$ cat src/rtl/lfsr_128_seek.sv
// lfsr_128_seek: seekable 128-bit Galois LFSR challenge generator; define LFSR_SEEK_ZERO_GUARD_EN to reject all-zero seed loads
module lfsr_128_seek #(
  parameter int CNT_W = 16,
  parameter int POS_W = 32
) (
  input  logic             clk,
  input  logic             rst_n,
  input  logic             cmd_valid,
  output logic             cmd_ready,
  input  logic [1:0]       cmd_op,
  input  logic [CNT_W-1:0] cmd_count,
  input  logic [127:0]     cmd_seed,
  output logic [127:0]     stage,
  output logic [POS_W-1:0] pos,
  output logic             busy,
  output logic             done,
  output logic             err
);
  localparam logic [127:0] SEED = 128'h9acbe941a5b8202ef4ed6ba07a951d19;
  localparam logic [127:0] TAPS = (128'b1 << 98) | (128'b1 << 100) | (128'b1 << 125);
  localparam logic [127:0] TAPS_R = (128'b1 << 99) | (128'b1 << 101) | (128'b1 << 126);
  typedef enum logic [1:0] {IDLE, STEP, FIN} state_t;
  state_t state;
  logic dir;
  logic [CNT_W-1:0] rem;
  logic [127:0] fwd, rev;
  logic load_ok;
  assign fwd = {stage[0], stage[127:1]} ^ (stage[0] ? TAPS : '0);
  assign rev = {stage[126:0], stage[127]} ^ (stage[127] ? TAPS_R : '0);
`ifdef LFSR_SEEK_ZERO_GUARD_EN
  assign load_ok = |cmd_seed;
`else
  assign load_ok = 1'b1;
`endif
  // command FSM: accept in IDLE, walk the LFSR one step per cycle in STEP, pulse done in FIN
  always_ff @(posedge clk or negedge rst_n) begin
    if (!rst_n) begin
      state     <= IDLE;
      stage     <= SEED;
      pos       <= '0;
      dir       <= 1'b0;
      rem       <= '0;
      cmd_ready <= 1'b1;
      busy      <= 1'b0;
      done      <= 1'b0;
      err       <= 1'b0;
    end else begin
      case (state)
        IDLE: if (cmd_valid) begin
          cmd_ready <= 1'b0;
          if (!cmd_op[1] && cmd_count != '0) begin
            dir   <= cmd_op[0];
            rem   <= cmd_count;
            busy  <= 1'b1;
            state <= STEP;
          end else begin
            done  <= 1'b1;
            state <= FIN;
            if (cmd_op[1] && (cmd_op[0] || load_ok)) begin
              stage <= cmd_op[0] ? SEED : cmd_seed;
              pos   <= '0;
              err   <= 1'b0;
            end else if (cmd_op[1]) begin
              err <= 1'b1;
            end
          end
        end
        STEP: begin
          stage <= dir ? rev : fwd;
          pos   <= dir ? pos - POS_W'(1) : pos + POS_W'(1);
          rem   <= rem - CNT_W'(1);
          if (rem == CNT_W'(1)) begin
            busy  <= 1'b0;
            done  <= 1'b1;
            state <= FIN;
          end
        end
        FIN: begin
          done      <= 1'b0;
          cmd_ready <= 1'b1;
          state     <= IDLE;
        end
        default: state <= IDLE;
      endcase
    end
  end
endmodule
$ cat config.mk
export PLATFORM = sky130hd
export DESIGN_NAME = lfsr_128_seek
export DESIGN_NICKNAME = d
export VERILOG_FILES = /design/src/rtl/lfsr_128_seek.sv
export SDC_FILE = /design/constraint.sdc
export NUM_CORES = 1
export LEC_CHECK = 0
export ABC_AREA = 1
export CORE_ASPECT_RATIO = 1.1
export CORE_MARGIN = 1.5
export CORE_UTILIZATION = 47
export CTS_BUF_LIST = sky130_fd_sc_hd__clkbuf_8
export DETAILED_ROUTE_END_ITERATION = 16
export PLACE_DENSITY_LB_ADDON = 0.25
export SLEW_MARGIN = 40
export SYNTH_ARGS = -nofsm -noshare
export SYNTH_HDL_FRONTEND = slang
export SYNTH_SLANG_ARGS = --single-unit
$ cat constraint.sdc
create_clock -name clk -period 2.55 [get_ports clk]
set_input_delay 0.51 -clock clk [delete_from_list [all_inputs] [get_ports clk]]
set_output_delay 0.51 -clock clk [all_outputs]
set_load 0.05 [all_outputs]
==> flow_summary.yaml <==
run_status:
  status: "completed"
sta:
  fmax_mhz: 405
  rsz0062_at_grt: "no"
  tightest_slew_ns: 0.830
  min_period_ns: 2.47
  max_slew_margin: 0.447
  drv_slew: 0
  hold_viol: 0
  setup_tns_ns: 0
  worst_hold_slack_ns: 0.00156
  finalCritPeriodShare: 0.968
  skew_ns: 0.0130
  setup-violations-final: 0
worst_setup_path:
  crit_path_max_fanout: 6
  worstPathArrival_ns: 1.96
  cpPeakStageDelay_ns: 0.85
  cp_slowest_cell: "clkdlybuf4s50_1"
  path_delay_family: "buffers and inverters"
  rrSetupSlack_ns: 0.20
  start_kind: "flip-flop"
  critPathRequiredTime_ns: 2.04
  crit_type: "flip-flop to output port"
  crit_buf_inv: 1
  crit_chain: "clkdlybuf4s50_1"
  cp-end-kind: "output port"
synth:
  synth-compound-area-share: 0.220
  synthXorXnorAreaFrac: 0.00921
  ys.flop_type: "dfrtp_1"
  yosysWarnings: 0
  synthMuxAreaShare: 0.000810
  synth_top_family_by_area: "simple AND/OR/NAND/NOR gates"
  syn-instance-count: 1824
  synth_fa_ha_area_frac: 0.0340
  synth_edf_count: 0
  synthSimpleGateAreaFrac: 0.256
  synth_seq_area_share: 0.375
  synthesis.area_sq_mm: 0.0124
  avgSynthCellArea_sq_um: 6.78
  syn-num-nets: 2006
  async_reset_ff_frac: 1.00
  ys_top_cells_by_area: "dfrtp_1, nand2_1, dfstp_2"
  yosysTopAreaCell: "dfrtp_1"
  yosysTopAreaCellShare: 0.239
  synthDistinctLibCells: 41
  ys_ff_latch: 182
floorplanning:
  rows: 62
  core_area_sq_mm: 0.0260
  dieArea_sq_mm: 0.0273
  ios: 313
  start_util: 0.476
  fp.dieW_microns: 158
  fp.dieH_microns: 173
clock_network:
  htree_levels: 4
  cts_buffer_depth: 2
  cts_tree: "yes"
  post-cts-setup-buffer-count: 0
  cts_sinks: 182
  cts-root-buf: "clkbuf_8"
  numCtsBuffers: 17
  path_clk_slew_ns: 0.10
  clk_latency_ns: 0.47
global_route:
  antenna_found_initial: 1
  grt_max_degree: 144
  grt_usage: 0.297
  grt_pass1_wl_microns: 64300
  grt_pass1_vias: 12600
  grt.overflow.total: 0
routing:
  drc_errors: 0
  viasPerCell: 5.41
  wl_per_cell_microns: 16.5
  antenna_left: 0
  route.final.wire_length_microns: 40200
  drtIter0Drc: 969
  vias: 13200
  first_pass_iters: 5
finish:
  layout-drive-gt1-share: 0.0662
  fin_nets: 2254
  area_growth_pct: 31.3
placed_design:
  port_buffers: 311
  gp_congestion: 0.946
  hpwl_microns: 29000
min_path:
  worstHoldPathType: "primary input to asynchronous set/reset pin"
run:
  maxCapViolations: 0
power:
  leakage_nw: 7.52
  p_per_area_mw_per_mm2: 962
  peakVddDrop_mv: 0.565
[cells by family (layout without fill, tap and decap cells)]
| logic type | count (synthesis) | count (layout) |
|---|---|---|
| other | 1 | 2 |
| muxes | 1 | 1 |
| adders and majority gates | 33 | 33 |
| xor gates and xnor gates | 13 | 13 |
| and+or+nand+nor | 796 | 796 |
| DFF | 182 | 182 |
| AOI/OAI and AO/OA | 478 | 478 |
| buffers and inverters | 320 | 581 |
[flip-flops by register name, indices dropped and copies added, names as in the netlist]
name / cells
state: 2
done: 1
dir: 1
rem: 16
cmd_ready: 1
busy: 1
stage: 128
pos: 32
[per-stage QoR]
stage	instance area (sq um)	total power, mW	std cells	util	worst slack [ns]
after global routing	16200	16.5	2438	0.625	0.0135
final	16200	15.6	2438	0.625	0.0824
after CTS	16200	15.7	2437	0.625	0.0493
after global placement	15800	13.4	2405	0.608	0.0750
after detailed placement	15800	13.5	2405	0.608	0.153
after floorplan	12400	10.4	1824	-	0.0691
[routing by layer]
metal  track usage  routed length, microns  part of all wire
met1         0.373                   16300              0.41
met2         0.486                   19400              0.48
met3        0.0674                    2950             0.073
met4         0.132                    1540             0.038
met5             0                       0                 0
[report_power, final]
| group | leakage (nW) | internal, mW | switching [mW] |
|---|---|---|---|
| combinational | 5.27 | 2.90 | 5.68 |
| sequential | 2.04 | 3.95 | 0.936 |
| clock | 0.208 | 1.02 | 1.13 |
| total | 7.52 | 7.87 | 7.74 |
[cells in the final DEF, fill, tap and decap left out, drive strengths merged, types with 29 or more instances in the layout]
| cell | n |
|---|---|
| nand2 | 467 |
| buf | 29 |
| dfrtp | 118 |
| clkdlybuf4s50 | 309 |
| inv | 214 |
| nand3 | 98 |
| nor2 | 207 |
| a21oi | 110 |
| o21ai | 197 |
| o211ai | 44 |
| dfstp | 64 |
| ha | 32 |
| a31oi | 90 |
[cell usage after synthesis (3+ instances only)]
cell type,n
o21ai_1,3
inv_1,207
ha_1,32
nand4_1,5
a22oi_1,20
buf_1,10
nor2_1,206
nand3_1,98
a21oi_1,110
nand2_1,465
buf_4,10
xor2_1,7
buf_2,27
dfstp_2,64
o21ai_0,194
dfrtp_1,118
o21bai_1,3
o211ai_1,44
a31oi_1,90
clkbuf_1,60
inv_2,3
or2_2,5
o311ai_0,4
nor3_1,11
buf_6,3
xnor2_1,6
[repair_timing]
item / 4_1_cts / 5_1_grt
endpoints found under the setup margin: 0 / 1
gates resized for setup: 0 / 1
hold buffers: 0 / 0
[cell type report]
type	instances	area [sq um]
fillers	2375	9750
multi-input cells	1322	6460
flip-flops and latches	182	4640
repair buffers	339	3480
inverters	210	791
well taps	352	440
clock buffers	19	262
clock inverters	13	158
diodes	1	2.50
[final timing paths]
check	startpoint	to	cells after the start
max	stage[0]	stage[0]	1
min	rst_n	rem[10]	1
max reg2reg	dir	pos[29]	10
min reg2reg	busy	busy	2
max in group asynchronous	rst_n	stage[83]	2
min in group clk	busy	busy	2
Note: power is estimated with default switching activity, not from simulation.
